[src/rtl/serv_irq_pkg.sv]
// serv_irq_pkg -- shared definitions for the SERV interrupt arbiter.
// Holds the machine interrupt cause codes, the mie bit positions inside the
// bit-serial CSR word, the arbiter FSM encoding and the priority picker.

package serv_irq_pkg;

    // Exception codes reported in mcause for each machine interrupt source
    localparam logic [3:0] CAUSE_MSI  = 4'd3;
    localparam logic [3:0] CAUSE_MTI  = 4'd7;
    localparam logic [3:0] CAUSE_MEI  = 4'd11;
    localparam logic [3:0] CAUSE_NONE = 4'd0;

    // Bit positions of the enable bits inside mie (serial step index)
    localparam logic [4:0] MIE_MSIE_IDX = 5'd3;
    localparam logic [4:0] MIE_MTIE_IDX = 5'd7;
    localparam logic [4:0] MIE_MEIE_IDX = 5'd11;

    // Serial step at which the mcause interrupt flag (MSB) is shifted out
    localparam logic [4:0] CNT_MCAUSE_MSB = 5'd31;

    // Arbiter FSM encoding
    typedef enum logic [1:0] {
        ST_IDLE    = 2'd0,
        ST_REQ     = 2'd1,
        ST_SERVICE = 2'd2
    } irq_state_e;

    // Fixed-priority pick: external beats software beats timer
    function automatic logic [3:0] irq_pick_cause(
        input logic mei,
        input logic msi,
        input logic mti
    );
        logic [3:0] cause;
        cause = CAUSE_NONE;
        if (mei) begin
            cause = CAUSE_MEI;
        end else if (msi) begin
            cause = CAUSE_MSI;
        end else if (mti) begin
            cause = CAUSE_MTI;
        end else begin
            cause = CAUSE_NONE;
        end
        return cause;
    endfunction

endpackage

[src/rtl/serv_irq_sync.sv]
// serv_irq_sync -- N-stage single-bit synchronizer for asynchronous
// interrupt levels. STAGES must be at least 2.

module serv_irq_sync #(
    parameter int STAGES = 2
) (
    input  logic i_clk,
    input  logic i_rst_n,
    input  logic i_d,
    output logic o_q
);

    logic [STAGES-1:0] sync_q;
    logic [STAGES-1:0] sync_d;

    // Shift the raw level one stage further along the chain each clock
    always_comb begin
        sync_d = {sync_q[STAGES-2:0], i_d};
    end

    // Synchronizer flops, cleared by reset so no stale level survives it
    always_ff @(posedge i_clk or negedge i_rst_n) begin
        if (!i_rst_n) begin
            sync_q <= '0;
        end else begin
            sync_q <= sync_d;
        end
    end

    assign o_q = sync_q[STAGES-1];

endmodule

[src/rtl/serv_irq_arb.sv]
// serv_irq_arb -- machine interrupt arbiter for the bit-serial SERV core.
// Holds the MSIE/MTIE/MEIE enables, synchronizes the asynchronous sources,
// picks the highest-priority pending interrupt and walks an
// IDLE -> REQ -> SERVICE handshake with the core, locking the cause code
// for the whole request/service window.
// Build option: define SERV_IRQ_EXT_EN to include the external interrupt
// (meip) path; without it MEIE is hardwired to 0 and i_meip is ignored.

module serv_irq_arb
    import serv_irq_pkg::*;
#(
    parameter int SYNC_STAGES = 2
) (
    input  logic       i_clk,
    input  logic       i_rst_n,
    input  logic       i_mtip,
    input  logic       i_msip,
    input  logic       i_meip,
    input  logic       i_mstatus_mie,
    input  logic       i_mie_en,
    input  logic       i_en,
    input  logic [4:0] i_cnt,
    input  logic       i_csr_in,
    output logic       o_mie_q,
    input  logic       i_trap_taken,
    input  logic       i_mret,
    output logic       o_irq_req,
    output logic       o_new_irq,
    output logic [3:0] o_cause,
    output logic       o_cause_q
);

    // ------------------------------------------------------------------
    // Source synchronization
    // ------------------------------------------------------------------
    logic msip_sync_s;
    logic meip_sync_s;

    serv_irq_sync #(
        .STAGES (SYNC_STAGES)
    ) u_sync_msip (
        .i_clk   (i_clk),
        .i_rst_n (i_rst_n),
        .i_d     (i_msip),
        .o_q     (msip_sync_s)
    );

`ifdef SERV_IRQ_EXT_EN
    serv_irq_sync #(
        .STAGES (SYNC_STAGES)
    ) u_sync_meip (
        .i_clk   (i_clk),
        .i_rst_n (i_rst_n),
        .i_d     (i_meip),
        .o_q     (meip_sync_s)
    );
`else
    logic unused_meip_s;
    assign unused_meip_s = i_meip;
    assign meip_sync_s   = 1'b0;
`endif

    // ------------------------------------------------------------------
    // mie enable bits
    // ------------------------------------------------------------------
    logic mie_msie_q;
    logic mie_msie_d;
    logic mie_mtie_q;
    logic mie_mtie_d;
    logic mie_meie_s;
    logic mie_wr_s;

    assign mie_wr_s = i_mie_en & i_en;

    // Capture the serial write bit when the step lands on MSIE or MTIE
    always_comb begin
        mie_msie_d = mie_msie_q;
        mie_mtie_d = mie_mtie_q;
        if (mie_wr_s && (i_cnt == MIE_MSIE_IDX)) begin
            mie_msie_d = i_csr_in;
        end else begin
            mie_msie_d = mie_msie_q;
        end
        if (mie_wr_s && (i_cnt == MIE_MTIE_IDX)) begin
            mie_mtie_d = i_csr_in;
        end else begin
            mie_mtie_d = mie_mtie_q;
        end
    end

    // MSIE/MTIE storage
    always_ff @(posedge i_clk or negedge i_rst_n) begin
        if (!i_rst_n) begin
            mie_msie_q <= 1'b0;
            mie_mtie_q <= 1'b0;
        end else begin
            mie_msie_q <= mie_msie_d;
            mie_mtie_q <= mie_mtie_d;
        end
    end

`ifdef SERV_IRQ_EXT_EN
    logic mie_meie_q;
    logic mie_meie_d;

    // Capture the serial write bit when the step lands on MEIE
    always_comb begin
        mie_meie_d = mie_meie_q;
        if (mie_wr_s && (i_cnt == MIE_MEIE_IDX)) begin
            mie_meie_d = i_csr_in;
        end else begin
            mie_meie_d = mie_meie_q;
        end
    end

    // MEIE storage
    always_ff @(posedge i_clk or negedge i_rst_n) begin
        if (!i_rst_n) begin
            mie_meie_q <= 1'b0;
        end else begin
            mie_meie_q <= mie_meie_d;
        end
    end

    assign mie_meie_s = mie_meie_q;
`else
    assign mie_meie_s = 1'b0;
`endif

    logic mie_rd_s;

    // Serial mie readback: only the three implemented bits are non-zero
    always_comb begin
        mie_rd_s = 1'b0;
        if (mie_wr_s) begin
            case (i_cnt)
                MIE_MSIE_IDX: mie_rd_s = mie_msie_q;
                MIE_MTIE_IDX: mie_rd_s = mie_mtie_q;
                MIE_MEIE_IDX: mie_rd_s = mie_meie_s;
                default:      mie_rd_s = 1'b0;
            endcase
        end else begin
            mie_rd_s = 1'b0;
        end
    end

    assign o_mie_q = mie_rd_s;

    // ------------------------------------------------------------------
    // Pending / eligibility / priority
    // ------------------------------------------------------------------
    logic       pend_msi_s;
    logic       pend_mti_s;
    logic       pend_mei_s;
    logic       eligible_s;
    logic [3:0] win_cause_s;

    assign pend_msi_s  = msip_sync_s & mie_msie_q;
    assign pend_mti_s  = i_mtip      & mie_mtie_q;
    assign pend_mei_s  = meip_sync_s & mie_meie_s;
    assign eligible_s  = (pend_msi_s | pend_mti_s | pend_mei_s) & i_mstatus_mie;
    assign win_cause_s = irq_pick_cause(pend_mei_s, pend_msi_s, pend_mti_s);

    // ------------------------------------------------------------------
    // Request FSM
    // ------------------------------------------------------------------
    irq_state_e state_q;
    irq_state_e state_d;
    logic       irq_req_q;
    logic       irq_req_d;
    logic       new_irq_q;
    logic       new_irq_d;
    logic [3:0] cause_q;
    logic [3:0] cause_d;

    // State register
    always_ff @(posedge i_clk or negedge i_rst_n) begin
        if (!i_rst_n) begin
            state_q <= ST_IDLE;
        end else begin
            state_q <= state_d;
        end
    end

    // Next state: a trap in IDLE is a synchronous exception and goes
    // straight to SERVICE; mret only matters once the trap was taken
    always_comb begin
        state_d = state_q;
        case (state_q)
            ST_IDLE: begin
                if (i_trap_taken) begin
                    state_d = ST_SERVICE;
                end else if (eligible_s) begin
                    state_d = ST_REQ;
                end else begin
                    state_d = ST_IDLE;
                end
            end
            ST_REQ: begin
                if (i_trap_taken) begin
                    state_d = ST_SERVICE;
                end else begin
                    state_d = ST_REQ;
                end
            end
            ST_SERVICE: begin
                if (i_mret) begin
                    state_d = ST_IDLE;
                end else begin
                    state_d = ST_SERVICE;
                end
            end
            default: begin
                state_d = ST_IDLE;
            end
        endcase
    end

    // Outputs for the coming cycle; the cause is locked only when a new
    // request is raised and held through REQ and SERVICE
    always_comb begin
        irq_req_d = 1'b0;
        new_irq_d = 1'b0;
        cause_d   = cause_q;
        if (state_d == ST_REQ) begin
            irq_req_d = 1'b1;
        end else begin
            irq_req_d = 1'b0;
        end
        if ((state_q == ST_IDLE) && (state_d == ST_REQ)) begin
            new_irq_d = 1'b1;
            cause_d   = win_cause_s;
        end else begin
            new_irq_d = 1'b0;
            cause_d   = cause_q;
        end
    end

    // Registered request outputs; async reset drops the request at once
    always_ff @(posedge i_clk or negedge i_rst_n) begin
        if (!i_rst_n) begin
            irq_req_q <= 1'b0;
            new_irq_q <= 1'b0;
            cause_q   <= CAUSE_NONE;
        end else begin
            irq_req_q <= irq_req_d;
            new_irq_q <= new_irq_d;
            cause_q   <= cause_d;
        end
    end

    assign o_irq_req = irq_req_q;
    assign o_new_irq = new_irq_q;
    assign o_cause   = cause_q;

    // ------------------------------------------------------------------
    // Serial mcause
    // ------------------------------------------------------------------
    logic cause_ser_s;

    // Low nibble carries the code; bit 31 flags an interrupt in flight
    always_comb begin
        cause_ser_s = 1'b0;
        if (i_cnt < 5'd4) begin
            cause_ser_s = cause_q[i_cnt[1:0]];
        end else if (i_cnt == CNT_MCAUSE_MSB) begin
            cause_ser_s = (state_q != ST_IDLE);
        end else begin
            cause_ser_s = 1'b0;
        end
    end

    assign o_cause_q = cause_ser_s;

endmodule

[config.mk]
export PLATFORM = sky130hd
export DESIGN_NAME = serv_irq_arb
export DESIGN_NICKNAME = d
export VERILOG_FILES = /design/src/rtl/serv_irq_pkg.sv /design/src/rtl/serv_irq_sync.sv /design/src/rtl/serv_irq_arb.sv
export SDC_FILE = /design/constraint.sdc
export NUM_CORES = 1
export LEC_CHECK = 0
export ABC_AREA = 1
export CORE_MARGIN = 2
export CORE_UTILIZATION = 30
export DETAILED_ROUTE_END_ITERATION = 16
export GPL_TIMING_DRIVEN = 0
export PLACE_DENSITY = 0.7
export REMOVE_ABC_BUFFERS = 1
export SETUP_SLACK_MARGIN = 0.3
export SLEW_MARGIN = 20
export SYNTH_ARGS = -nofsm -noshare
export SYNTH_HDL_FRONTEND = slang
export SYNTH_SLANG_ARGS = --single-unit
[constraint.sdc]
create_clock -name i_clk -period 0.8 [get_ports i_clk]
set_input_delay 0.2 -clock i_clk [delete_from_list [all_inputs] [get_ports i_clk]]
set_output_delay 0.2 -clock i_clk [all_outputs]
set_load 0.01 [all_outputs]
==> qor.yml, run 1 <==
sta:
  fin_crit_ns: 1.28
  drv_slew: 0
  post-route-period-util: 1.60
  worst_slack_ns: -0.477
  hold_viol: 10
  finalSetupViolations: 15
  skew_ns: 0.00464
  hold_slack_ns: -0.0143
  fmax_ghz: 0.783
  rsz0062_at_grt: "yes"
grt:
  grt_pass1_vias: 493
  grt_pass1_wl_um: 1950
  grt_antenna_before_repair: 0
  grt-ovfl-total: 0
  grt_usage: 0.141
  grt_max_degree: 11
yosys:
  synth_mux_area_frac: 0
  ys_seq_area_frac: 0.505
  synth_top_family_by_area: "simple AND/OR/NAND/NOR gates"
  yosys.area_share.adder: 0
  synthDistinctLibCells: 18
  synthSimpleGateAreaFrac: 0.313
  syn_area_um2: 495
  synth-compound-area-share: 0.0758
  ys_ff_latch: 10
  synthCells: 58
  synth.avg_cell_area_um2: 8.54
  synth_warnings: 0
  synth-xor-area-share: 0
min_path:
  hold_class: "primary input to async pin"
critical_path:
  arrival_ns: 1.08
  cp_cell_sequence: "nor2_2, inv_2, nand3_2, nand2_1, buf_2"
  critPathRequiredTime_ns: 0.60
  crit_buf_inv: 2
  cp-end-kind: "primary output"
  critPathKind: "flip-flop to primary output"
  critPathMaxStageDelay_ns: 0.39
  path_delay_family: "flip-flops"
  crit_path_max_fanout: 2
  reg2reg_slack_ns: -0.23
  worstSetupStartpointType: "flip-flop"
  worst_path_max_delay_cell: "dfrtp_1"
detailed_routing:
  first_pass_iters: 4
  wl_um: 1180
  m1WireLength_um: 446
  drc_errors: 0
  dr_wl_met2_um: 620
  drtIter0Drc: 3
  routedWlPerCell_um: 11.0
  top_layer: "met4"
  met3_length_um: 97
  vias: 506
  viasPerCell: 4.73
  ant_nets: 0
clock_network:
  clock_sinks: 10
  root_buffer: "clkbuf_4"
  cts_tree: "built"
  numCtsBuffers: 3
  cts_max_path_buffers: 2
  clk_pin_slew_ns: 0.06
  clk_latency_ns: 0.26
  h-tree-depth: 1
power:
  sequentialPowerShare: 0.477
  p_sw_frac: 0.270
  p_clk_frac: 0.284
  p_leak_nw: 0.449
  ir_drop_mv: 0.982
  p_int_uw: 856
  powerDensity_nw_per_um2: 1370
  power.share.combinational: 0.239
  p_switching_uw: 317
run_status:
  failed_checks: "negative hold slack, negative setup slack"
  status: "complete, but fails checks"
placement:
  portBuffers: 21
  routabilityCongestion: 0.715
  post-dp-hpwl_um: 751
  placement.cell_area_um2: 711
floorplan:
  num_rows: 14
  die_h_um: 44.6
  ios: 24
  dieArea_um2: 1990
  start_util: 0.325
  die_w_um: 44.6
  core_area_um2: 1520
cells_and_area:
  design_area_um2: 857
  syn_to_final_growth_pct: 73.0
  layout_commonest_cell: "buf_6"
  final_cell_mix: "buf_6 (11), dfrtp_1 (10), nand2_1 (9), buf_2 (9)"
  drive_above_1_share: 0.560
  insertedDiodeCount: 0
  final_nets: 109
job:
  cap_violations: 0
stage by stage:
step / setup WS [ns] / std cells / setup TNS (ns) / util / power, mW
2_1_floorplan: -0.154 / 56 / -0.406 / - / 0.658
3_3_place_gp: -1.12 / 93 / -6.79 / 0.466 / 0.771
3_5_place_dp: -1.12 / 93 / -7.18 / 0.466 / 0.775
4_1_cts: -0.504 / 105 / -2.93 / 0.538 / 1.15
5_1_grt: -0.562 / 107 / -3.63 / 0.562 / 1.26
6_report: -0.477 / 107 / -2.85 / 0.562 / 1.17
final timing paths:
path | start | endpoint | cells after the start
worst min-delay path | i_rst_n | o_irq_req$_DFF_PN0_ | 1
worst min register to register | u_sync_msip.sync_q[0]$_DFF_PN0_ | u_sync_msip.sync_q[1]$_DFF_PN0_ | 0
min in group i_clk | u_sync_msip.sync_q[0]$_DFF_PN0_ | u_sync_msip.sync_q[1]$_DFF_PN0_ | 0
max in group asynchronous | i_rst_n | mie_mtie_q$_DFFE_PN0P_ | 1
worst max-delay path | state_q[1]$_DFF_PN0_ | o_cause_q | 5
worst max register to register | mie_msie_q$_DFFE_PN0P_ | o_cause[2]$_DFFE_PN0P_ | 6
layout make-up:
type | count | area [um2]
inverters | 9 | 33.8
well taps | 16 | 20.0
clock buffers | 3 | 22.5
fillers | 142 | 667
repair buffers | 32 | 279
multi-input cells | 37 | 251
flip-flops and latches | 10 | 250
state kept, by name (all words and copies together), names as in the netlist:
register,count
mie_msie_q,1
mie_mtie_q,1
o_cause,2
u_sync_msip.sync_q,2
state_q,2
o_irq_req,1
o_new_irq,1
power groups by stage:
stage / clock network, mW / registers (mW) / logic (mW)
after floorplan: 0 / 0.567 / 0.0918
after global placement: 0 / 0.567 / 0.204
after detailed placement: 0 / 0.569 / 0.206
after CTS: 0.346 / 0.559 / 0.249
after global routing: 0.390 / 0.564 / 0.306
final: 0.333 / 0.560 / 0.280
what timing repair did:
item,4_1_cts,5_1_grt
cloned,0,0
endpoints found under the setup margin,25,15
gates resized for setup,71,7
pin swaps,12,3
buffers inserted,9,2
endpoints found under the hold margin,10,0
worst reg2reg max path: stages, from the launching register on:
cell     delay [ns]
dfrtp_1        0.37
buf_6          0.11
nand2_2        0.05
nand2_2        0.08
nand4_1        0.17
nand2_1        0.10
nand2_1        0.05
cells in the mapped netlist:
library cell | count | share of area
a21oi_1 | 2 | 0.020
buf_4 | 2 | 0.030
conb_1 | 1 | 0.0076
dfrtp_1 | 10 | 0.51
inv_1 | 5 | 0.038
inv_2 | 4 | 0.030
nand2_1 | 12 | 0.091
nand2_2 | 4 | 0.050
nand3_1 | 3 | 0.030
nand3_2 | 1 | 0.020
nand3b_2 | 1 | 0.023
nand4_1 | 1 | 0.013
nor2_1 | 4 | 0.030
nor2_4 | 2 | 0.045
nor3_1 | 1 | 0.010
o211ai_1 | 1 | 0.015
o21ai_0 | 1 | 0.010
o21ai_1 | 3 | 0.030
routing by layer:
layer  vias to the layer above  global-route usage
li1                        245                   -
met1                       236               0.149
met2                        23               0.241
met3                         2              0.0408
met4                         0              0.0909
met5                         -                   0
kinds of logic (layout without fill, tap and decap cells):
group | count (synthesis) | in the layout
and+or+nand+nor | 29 | 29
other | 1 | 1
AOI/OAI and AO/OA | 7 | 7
DFF | 10 | 10
buffers and inverters | 11 | 44
Note: power is estimated with default switching activity, not from simulation.
==> run 2: changes to the inputs <==
- CTS_CLUSTER_DIAMETER: default -> 100
==> results of run 2 <==
No change in the layout: final DEF, timing and power equal those of run 1.
